==> src/rtl/uart_loader.sv <==
// Host-to-RAM program loader: decodes LOAD/GO frames from the UART RX byte stream,
// writes program bytes to the RAM write port and launches the CPU. Optional macro LOADER_ACK_EN adds a K/E acknowledge.
module uart_loader #(
  parameter int          ADDR_W   = 9,
  parameter int          TIMEOUT  = 1200000,
  parameter logic [7:0]  CMD_LOAD = 8'h4C,
  parameter logic [7:0]  CMD_GO   = 8'h47
) (
  input  logic              clk,
  input  logic              rst,
  input  logic [7:0]        rx_byte,
  input  logic              rx_valid,
  input  logic              cpu_busy,
  output logic [ADDR_W-1:0] c_waddr,
  output logic [7:0]        dwrite,
  output logic              write_en,
  output logic [ADDR_W-1:0] startaddr,
  output logic              cpu_start,
  output logic              busy,
`ifdef LOADER_ACK_EN
  output logic [7:0]        tx_byte,
  output logic              transmit,
  input  logic              is_transmitting,
`endif
  output logic              err
);

  typedef enum logic [3:0] {
    IDLE, L_AH, L_AL, L_LEN, DATA, CSUM, G_AH, G_AL
`ifdef LOADER_ACK_EN
    , ACK
`endif
  } state_t;

`ifdef LOADER_ACK_EN
  localparam state_t FRAME_END = ACK;
`else
  localparam state_t FRAME_END = IDLE;
`endif

  localparam logic [23:0] TMO_LAST = 24'(TIMEOUT - 1);

  state_t              state_q, state_d;
  logic                ah_q, ah_d;
  logic [ADDR_W-1:0]   addr_q, addr_d;
  logic [8:0]          cnt_q, cnt_d;
  logic [7:0]          sum_q, sum_d;
  logic [23:0]         tmo_q, tmo_d;
  logic [ADDR_W-1:0]   waddr_q, waddr_d;
  logic [7:0]          wdata_q, wdata_d;
  logic                we_q, we_d;
  logic [ADDR_W-1:0]   start_q, start_d;
  logic                go_q, go_d;
  logic                err_q, err_d;
  logic                count_en;
`ifdef LOADER_ACK_EN
  logic                ack_bad_q, ack_bad_d;
  logic [7:0]          tx_q, tx_d;
  logic                txv_q, txv_d;
`endif

  // The inter-byte timer only runs while a frame is partially received.
  assign count_en = (state_q != IDLE)
`ifdef LOADER_ACK_EN
                    && (state_q != ACK)
`endif
                    ;

  always_comb begin
    state_d = state_q;
    ah_d    = ah_q;
    addr_d  = addr_q;
    cnt_d   = cnt_q;
    sum_d   = sum_q;
    waddr_d = waddr_q;
    wdata_d = wdata_q;
    we_d    = 1'b0;
    start_d = start_q;
    go_d    = 1'b0;
    err_d   = err_q;
`ifdef LOADER_ACK_EN
    ack_bad_d = ack_bad_q;
    tx_d      = tx_q;
    txv_d     = 1'b0;
`endif
    case (state_q)
      IDLE: if (rx_valid) begin
        if (rx_byte == CMD_LOAD) begin
          state_d = L_AH;
          err_d   = 1'b0;
        end else if (rx_byte == CMD_GO) begin
          state_d = G_AH;
          err_d   = 1'b0;
        end
      end
      L_AH: if (rx_valid) begin
        ah_d    = rx_byte[0];
        state_d = L_AL;
      end
      L_AL: if (rx_valid) begin
        addr_d  = ADDR_W'({ah_q, rx_byte});
        state_d = L_LEN;
      end
      L_LEN: if (rx_valid) begin
        cnt_d   = (rx_byte == 8'd0) ? 9'd256 : {1'b0, rx_byte};
        sum_d   = 8'd0;
        state_d = DATA;
      end
      DATA: if (rx_valid) begin
        we_d    = 1'b1;
        waddr_d = addr_q;
        wdata_d = rx_byte;
        addr_d  = addr_q + 1'b1;
        cnt_d   = cnt_q - 9'd1;
        sum_d   = sum_q + rx_byte;
        if (cnt_q == 9'd1) state_d = CSUM;
      end
      CSUM: if (rx_valid) begin
        if (rx_byte != sum_q) err_d = 1'b1;
`ifdef LOADER_ACK_EN
        ack_bad_d = (rx_byte != sum_q);
`endif
        state_d = FRAME_END;
      end
      G_AH: if (rx_valid) begin
        ah_d    = rx_byte[0];
        state_d = G_AL;
      end
      G_AL: if (rx_valid) begin
        if (!cpu_busy) begin
          start_d = ADDR_W'({ah_q, rx_byte});
          go_d    = 1'b1;
        end else begin
          err_d = 1'b1;
        end
`ifdef LOADER_ACK_EN
        ack_bad_d = cpu_busy;
`endif
        state_d = FRAME_END;
      end
`ifdef LOADER_ACK_EN
      ACK: if (!is_transmitting) begin
        tx_d    = ack_bad_q ? 8'h45 : 8'h4B;
        txv_d   = 1'b1;
        state_d = IDLE;
      end
`endif
      default: state_d = IDLE;
    endcase

    if (count_en && !rx_valid && tmo_q == TMO_LAST) begin
      state_d = IDLE;
      err_d   = 1'b1;
    end
    tmo_d = (rx_valid || !count_en || state_d == IDLE) ? 24'd0 : tmo_q + 24'd1;
  end

  always_ff @(posedge clk or posedge rst) begin
    if (rst) begin
      state_q <= IDLE;
      ah_q    <= 1'b0;
      addr_q  <= '0;
      cnt_q   <= '0;
      sum_q   <= '0;
      tmo_q   <= '0;
      waddr_q <= '0;
      wdata_q <= '0;
      we_q    <= 1'b0;
      start_q <= '0;
      go_q    <= 1'b0;
      err_q   <= 1'b0;
`ifdef LOADER_ACK_EN
      ack_bad_q <= 1'b0;
      tx_q      <= '0;
      txv_q     <= 1'b0;
`endif
    end else begin
      state_q <= state_d;
      ah_q    <= ah_d;
      addr_q  <= addr_d;
      cnt_q   <= cnt_d;
      sum_q   <= sum_d;
      tmo_q   <= tmo_d;
      waddr_q <= waddr_d;
      wdata_q <= wdata_d;
      we_q    <= we_d;
      start_q <= start_d;
      go_q    <= go_d;
      err_q   <= err_d;
`ifdef LOADER_ACK_EN
      ack_bad_q <= ack_bad_d;
      tx_q      <= tx_d;
      txv_q     <= txv_d;
`endif
    end
  end

  assign c_waddr   = waddr_q;
  assign dwrite    = wdata_q;
  assign write_en  = we_q;
  assign startaddr = start_q;
  assign cpu_start = go_q;
  assign busy      = (state_q != IDLE);
  assign err       = err_q;
`ifdef LOADER_ACK_EN
  assign tx_byte   = tx_q;
  assign transmit  = txv_q;
`endif

endmodule

==> config.mk <==
export PLATFORM = sky130hd
export DESIGN_NAME = uart_loader
export DESIGN_NICKNAME = d
export VERILOG_FILES = /design/src/rtl/uart_loader.sv
export SDC_FILE = /design/constraint.sdc
export NUM_CORES = 1
export LEC_CHECK = 0
export CORE_MARGIN = 3
export CORE_UTILIZATION = 35
export DETAILED_ROUTE_END_ITERATION = 8
export PLACE_DENSITY = 0.63
export SYNTH_ARGS = -nofsm -noshare
export SYNTH_HDL_FRONTEND = slang
export SYNTH_SLANG_ARGS = --single-unit
==> constraint.sdc <==
create_clock -name clk -period 2.5 [get_ports clk]
set_clock_uncertainty 0.2 [all_clocks]
set_input_delay 0.25 -clock clk [delete_from_list [all_inputs] [get_ports clk]]
set_output_delay 0.25 -clock clk [all_outputs]
set_load 0.01 [all_outputs]
==> PnR_summary.wiki, run 1 <==
{| class="wikitable"
! Metric !! Value
|-
| Outcome || finished, final reports clean
|-
| Standard-cell rows || 40
|-
| Internal || 2200 uW
|-
| Starting density of the core || 0.365
|-
| Number of sinks on the clock net || 84
|-
| Critical Setup Path Class || flip-flop to primary output
|-
| Total wirelength of the detailed-routed design || 10.5 mm
|-
| Final Wtd Congestion || 0.884
|-
| Critical Path Sink Type || primary output
|-
| Number of max-slew violations in the final report || 0
|-
| Sum of buffers and inverters on the critical path || 3
|-
| Quantity of gates resized following cts || 0
|-
| Via density || 5.10
|-
| Gr ovfl total || 0
|-
| Logic pwr share || 0.063
|-
| Post-synthesis instance area || 4480 um^2
|-
| Antenna Cells || 0
|-
| Number of ports placed on the die boundary || 42
|-
| Largest stage delay, worst path || 490 ps
|-
| Tmin final || 2280 ps
|-
| Family with the most delay on the worst path || buffers and inverters
|-
| Number of instances in the synthesized netlist || 504
|-
| Leakage power summed over all cells || 0.00238 uW
|-
| Cell-by-cell listing of the critical path || buf_4 > nor4_2 > inv_1 > clkdlybuf4s50_1
|-
| Die Wd || 119 um
|-
| RSZ-0062 raised after global routing || no
|-
| Die Footprint || 14200 um^2
|-
| Initial antenna violation count || 0
|-
| Final antenna-violating net count || 0
|-
| Sequential Power Share || 0.492
|-
| Wire length of the first global-routing pass || 17.9 mm
|-
| Hold buffer count at cts || 0
|-
| Number of distinct standard cells referenced by the synthesized netlist || 64
|-
| Switching power as a share of total power || 0.226
|-
| Tot Pwr || 2850 uW
|-
| Post-Layout Cell Count || 732
|-
| Flop-to-flop setup slack || 300 ps
|-
| Cell Count Post-Placement || 716
|-
| Pin count of the biggest net entering global routing || 85
|-
| Top library cells by usage in the layout, fill and taps aside || 105 x sky130_fd_sc_hd__nand2_1, 84 x sky130_fd_sc_hd__dfrtp_1, 50 x sky130_fd_sc_hd__nor2_1
|-
| Clock latency of the later-clocked register in the worst-skew pair || 330 ps
|-
| Worst setup endpoint || busy
|-
| Post-Synthesis Mean Instance Area || 8.89 um^2
|-
| Least setup slack across all paths after layout || 224 ps
|-
| Share of layout cells above drive strength 1 || 0.0940
|-
| Area of the core || 12300 um^2
|-
| Hold crit path type || input pin to asynchronous set/reset pin
|-
| Post-Syn Nets || 528
|-
| Final Cycle Share || 0.910
|-
| Routed wirelength normalized by instance count || 14.3 um
|-
| Largest vdd supply drop || 0.279 mV
|-
| Synth warnings || 0
|-
| Number of buffers inserted during clock tree synthesis || 9
|-
| Maximum level of the CTS H-tree || 3
|-
| Share of the yosys chip area belonging to registers || 0.469
|-
| Peak Freq || 0.439 GHz
|-
| Post-CTS Setup Bufs || 0
|-
| Remaining routing DRC violations || 0
|-
| Layout-stage area growth over the synthesis result || 22.1%
|-
| Flops & latches, synth || 84
|-
| Slowest stage cell, crit path || sky130_fd_sc_hd__clkdlybuf4s50_1
|-
| Max capacitance violation total || 0
|-
| Net switching power || 643 uW
|-
| First-iteration detailed-routing DRC count || 251
|-
| Dpl ws || -8.00 ps
|-
| Length in cells of the worst reg-to-reg path || 6
|-
| Critical R2R Launch || tmo_q[0]
|-
| Most used flip-flop cell after synthesis || sky130_fd_sc_hd__dfrtp_1
|-
| Final hold viol count || 0
|-
| Net count reported at finish || 583
|-
| Number of port buffers || 41
|-
| Worst R2R End || tmo_q[3]
|-
| Total number of vias || 3732
|-
| Ratio of total power to cell area || 521 nW/um^2
|-
| Most common cell after layout, fill and taps aside || sky130_fd_sc_hd__nand2_1
|-
| Crit Path Max Fanout || 8
|-
| Total stage count of the critical path || 4
|-
| Final Setup Violations || 0
|-
| Proportion of synthesized flip-flops having asynchronous set or reset || 1.00
|-
| Height of the chip || 119 um
|-
| Clock tree from TritonCTS || done
|-
| Vias in the first global route || 3619
|-
| Maximum buffer depth of the clock tree || 2
|-
| Critical Path Start Type || flip-flop
|-
| Utilization of the core after routing || 0.446
|-
| Power share of the clock group || 0.444
|-
| Arrival time at the worst endpoint || 1830 ps
|-
| Number of iterations in the first detailed-routing pass || 5
|-
| Clock transition at the register clock pins on the worst setup and hold paths after CTS || 60 ps
|-
| Required time worst endpoint || 2050 ps
|-
| CTS root buf || sky130_fd_sc_hd__clkbuf_16
|-
| Number of enable flip-flop cells after synthesis || 0
|-
| HPWL Detailed || 7.33 mm
|-
| Crit. Startpoint || state_q[1]
|-
| GRT Util Overall || 0.155
|}
==> cells in the mapped netlist, drive strengths merged (3+ instances only) <==
cell type / instances / share of area
or3: 3 / 0.0042
o211ai: 3 / 0.0050
or4: 3 / 0.0059
inv: 16 / 0.013
dfrtp: 84 / 0.47
a21oi: 28 / 0.031
nand2b: 4 / 0.0056
xor2: 8 / 0.016
nand3: 21 / 0.026
nand4: 4 / 0.0070
a31oi: 4 / 0.0056
buf: 13 / 0.020
nand2: 105 / 0.088
and2: 3 / 0.0042
o21bai: 4 / 0.0067
and3: 7 / 0.0098
o21a: 5 / 0.0084
o21ai: 25 / 0.028
xnor2: 20 / 0.039
ha: 11 / 0.031
nor3: 22 / 0.026
nor4: 11 / 0.020
clkbuf: 8 / 0.0067
nor2: 50 / 0.042
o22a: 5 / 0.0098
==> registers in the layout, indices dropped and copies added (netlist names) <==
name       cells
addr_q         9
ah_q           1
c_waddr        9
cnt_q          9
cpu_start      1
dwrite         8
err            1
startaddr      9
state_q        4
sum_q          8
tmo_q         24
write_en       1
==> per-layer routing <==
layer,vias up,share of wire,global-route usage,wire length [um]
li1,1852,-,-,-
met1,1782,0.50,0.224,5230
met2,90,0.44,0.230,4580
met3,8,0.055,0.0342,579
met4,0,0.010,0.0471,110
met5,-,0,0,0
==> final cells by class <==
class	instances	area [um^2]
repair buffers	65	603
well taps	168	210
multi-input cells	381	2190
clock inverters	4	22.5
clock buffers	12	267
fillers	1177	6800
inverters	18	71.3
flip-flops and latches	84	2100
==> cell families (layout without fill, tap and decap cells) <==
kind of cell               count (synthesis)  count (layout)  synth area share
buffers and inverters                     39              99            0.0414
other                                      1               1          0.000837
adders and majority gates                 12              12            0.0352
muxes                                      2               2           0.00503
xor gates and xnor gates                  28              28            0.0548
and+or+nand+nor                          247             247             0.267
DFF                                       84              84             0.469
AOI/OAI and AO/OA                         91              91             0.127
==> power by group through the flow <==
stage	Clock [uW]	Sequential [uW]	Combinational, uW
global placement	0	1420	178
finish	1260	1400	180
CTS	1300	1400	182
floorplan	0	1420	98.8
detailed placement	0	1430	181
global route	1360	1400	202
==> how the worst min path moves through the flow <==
stage,from,cells after the start,to
floorplan,rx_byte[0],2,dwrite[0]
global placement,dwrite[3],2,dwrite[3]
detailed placement,c_waddr[2],2,c_waddr[2]
CTS,rst,3,startaddr[8]
global route,rst,3,startaddr[6]
finish,rst,3,err
==> metrics by stage <==
step	setup TNS, ps	instance area [um^2]	hold slack (ps)
6_report	0	5470	204
5_1_grt	0	5470	261
4_1_cts	0	5470	231
3_5_place_dp	-8.00	5180	261
3_3_place_gp	0	5180	258
2_1_floorplan	0	4480	155
==> tightest hold or removal path, cell delays in order <==
cell and delay (ps):
sky130_fd_sc_hd__clkdlybuf4s50_1 450, sky130_fd_sc_hd__clkinvlp_4 100, sky130_fd_sc_hd__buf_12 360
Power figures use the tool's default switching activity.
==> inputs of run 2 (changes only) <==
--- a/config.mk
+++ b/config.mk
@@ -5,8 +5,10 @@
 export SDC_FILE = /design/constraint.sdc
 export NUM_CORES = 1
 export LEC_CHECK = 0
+export CAP_MARGIN = 25
 export CORE_MARGIN = 3
 export CORE_UTILIZATION = 35
+export CTS_BUF_LIST = sky130_fd_sc_hd__clkbuf_16
 export DETAILED_ROUTE_END_ITERATION = 8
 export PLACE_DENSITY = 0.63
 export SYNTH_ARGS = -nofsm -noshare
==> PnR_summary.wiki, run 2 (synthesized netlist as in run 1, its figures left out) <==
{| class="wikitable"
! Metric !! Value
|-
| HPWL Detailed || 7.33 mm
|-
| Switching power as a share of total power || 0.233
|-
| Cell-by-cell listing of the critical path || buf_4 > nor4_2 > inv_1 > clkdlybuf4s50_1
|-
| First-iteration detailed-routing DRC count || 247
|-
| Post-CTS Setup Bufs || 0
|-
| Outcome || finished, final reports clean
|-
| Largest vdd supply drop || 0.279 mV
|-
| Via density || 5.13
|-
| Cell Count Post-Placement || 716
|-
| Final Setup Violations || 0
|-
| Hold buffer count at cts || 0
|-
| Antenna Cells || 0
|-
| Most common cell after layout, fill and taps aside || sky130_fd_sc_hd__nand2_1
|-
| Number of buffers inserted during clock tree synthesis || 9
|-
| Final Wtd Congestion || 0.884
|-
| Detail Route met2 WL || 4.57 mm
|-
| Number of sinks on the clock net || 84
|-
| Layout-stage area growth over the synthesis result || 21.4%
|-
| Clock tree from TritonCTS || done
|-
| Height of the chip || 119 um
|-
| Tmin final || 2280 ps
|-
| Flop-to-flop setup slack || 310 ps
|-
| Largest stage delay, worst path || 490 ps
|-
| Quantity of gates resized following cts || 0
|-
| Top register by number of flip-flops || tmo_q
|-
| Initial antenna violation count || 0
|-
| Routed wirelength normalized by instance count || 14.4 um
|-
| Maximum level of the CTS H-tree || 3
|-
| Crit Path Max Fanout || 8
|-
| Pin count of the biggest net entering global routing || 85
|-
| Wire length of the first global-routing pass || 17.9 mm
|-
| Sequential Power Share || 0.509
|-
| Clock transition at the register clock pins on the worst setup and hold paths after CTS || 60 ps
|-
| Ratio of total power to cell area || 506 nW/um^2
|-
| Max capacitance violation total || 0
|-
| Leakage power summed over all cells || 0.00236 uW
|-
| Arrival time at the worst endpoint || 1830 ps
|-
| Sum of buffers and inverters on the critical path || 3
|-
| Flip-flop count of the largest register after layout || 24
|-
| Standard-cell rows || 40
|-
| Number of port buffers || 41
|-
| Number of max-slew violations in the final report || 0
|-
| Critical Path Start Type || flip-flop
|-
| Die Footprint || 14200 um^2
|-
| Internal || 2110 uW
|-
| Vias in the first global route || 3616
|-
| Routed length on met3 || 686 um
|-
| Required time worst endpoint || 2050 ps
|-
| Starting density of the core || 0.365
|-
| Die Wd || 119 um
|-
| Area of the core || 12300 um^2
|-
| Remaining routing DRC violations || 0
|-
| Number of ports placed on the die boundary || 42
|-
| Critical Path Sink Type || primary output
|-
| Maximum buffer depth of the clock tree || 2
|-
| Family with the most delay on the worst path || buffers and inverters
|-
| Post-Layout Cell Count || 732
|-
| Placed cell areas || 5180 um^2
|-
| Peak Freq || 0.440 GHz
|-
| Power share of the clock group || 0.425
|-
| Gr ovfl total || 0
|-
| Clock latency of the later-clocked register in the worst-skew pair || 330 ps
|-
| Top library cells by usage in the layout, fill and taps aside || 105 x sky130_fd_sc_hd__nand2_1, 84 x sky130_fd_sc_hd__dfrtp_1, 50 x sky130_fd_sc_hd__nor2_1
|-
| Net switching power || 640 uW
|-
| Total wirelength of the detailed-routed design || 10.5 mm
|-
| Highest Signal Layer || met4
|-
| Routed length on met1 || 5.14 mm
|-
| Share of layout cells above drive strength 1 || 0.0887
|-
| Net count reported at finish || 583
|-
| Final hold viol count || 0
|-
| Total number of vias || 3755
|-
| Critical Setup Path Class || flip-flop to primary output
|-
| GRT Util Overall || 0.155
|-
| CTS root buf || sky130_fd_sc_hd__clkbuf_16
|-
| Final antenna-violating net count || 0
|-
| Hold crit path type || input pin to asynchronous set/reset pin
|-
| Slowest stage cell, crit path || sky130_fd_sc_hd__clkdlybuf4s50_1
|-
| Final Cycle Share || 0.910
|-
| Logic pwr share || 0.066
|-
| Finished layout cell area || 5440 um^2
|-
| RSZ-0062 raised after global routing || no
|-
| Number of iterations in the first detailed-routing pass || 5
|}
run 2: stage by stage:
step	setup WS (ps)	util	power, uW	hold WS, ps	TNS [ps]
3_5_place_dp	-8.00	0.422	1610	261	-8.00
4_1_cts	195	0.443	2790	234	0
3_3_place_gp	93.2	0.422	1600	258	0
2_1_floorplan	544	-	1520	155	0
6_report	225	0.443	2750	201	0
5_1_grt	92.0	0.443	2870	271	0
run 2: final cells by class:
class	instances	area, um^2
tap	168	210
clock buffer	9	225
sequential	84	2100
inverter	18	71.3
timing repair buffer	65	603
multi-input combinational	381	2190
fill	1183	6830
clock inverter	7	33.8
run 2: final timing paths:
| path | end | cells after the start | start |
|---|---|---|---|
| setup / recovery | busy | 4 | state_q[1] |
| min in group clk | dwrite[7] | 2 | dwrite[7] |
| hold reg to reg | dwrite[7] | 2 | dwrite[7] |
| setup reg to reg | tmo_q[3] | 6 | tmo_q[0] |
| max in group asynchronous | sum_q[2] | 3 | rst |
| hold / removal | startaddr[2] | 3 | rst |
run 2: power by group through the flow:
stage,clock network [uW],registers [uW],logic (uW)
2_1_floorplan,0,1420,98.8
3_3_place_gp,0,1420,178
3_5_place_dp,0,1430,181
4_1_cts,1210,1400,182
5_1_grt,1270,1400,203
6_report,1170,1400,180
run 2: routing by layer:
metal  vias up  track usage
met4         0       0.0471
li1       1851            -
met2       107        0.230
met5         -            0
met1      1789        0.226
met3         8       0.0342
run 2: worst register-to-register path, delay by kind of cell (launching register included):
kind	cells	cell delay [ps]
flops	1	410
fa+ha+maj	1	330
buf+inv	1	250
simple gates	4	860
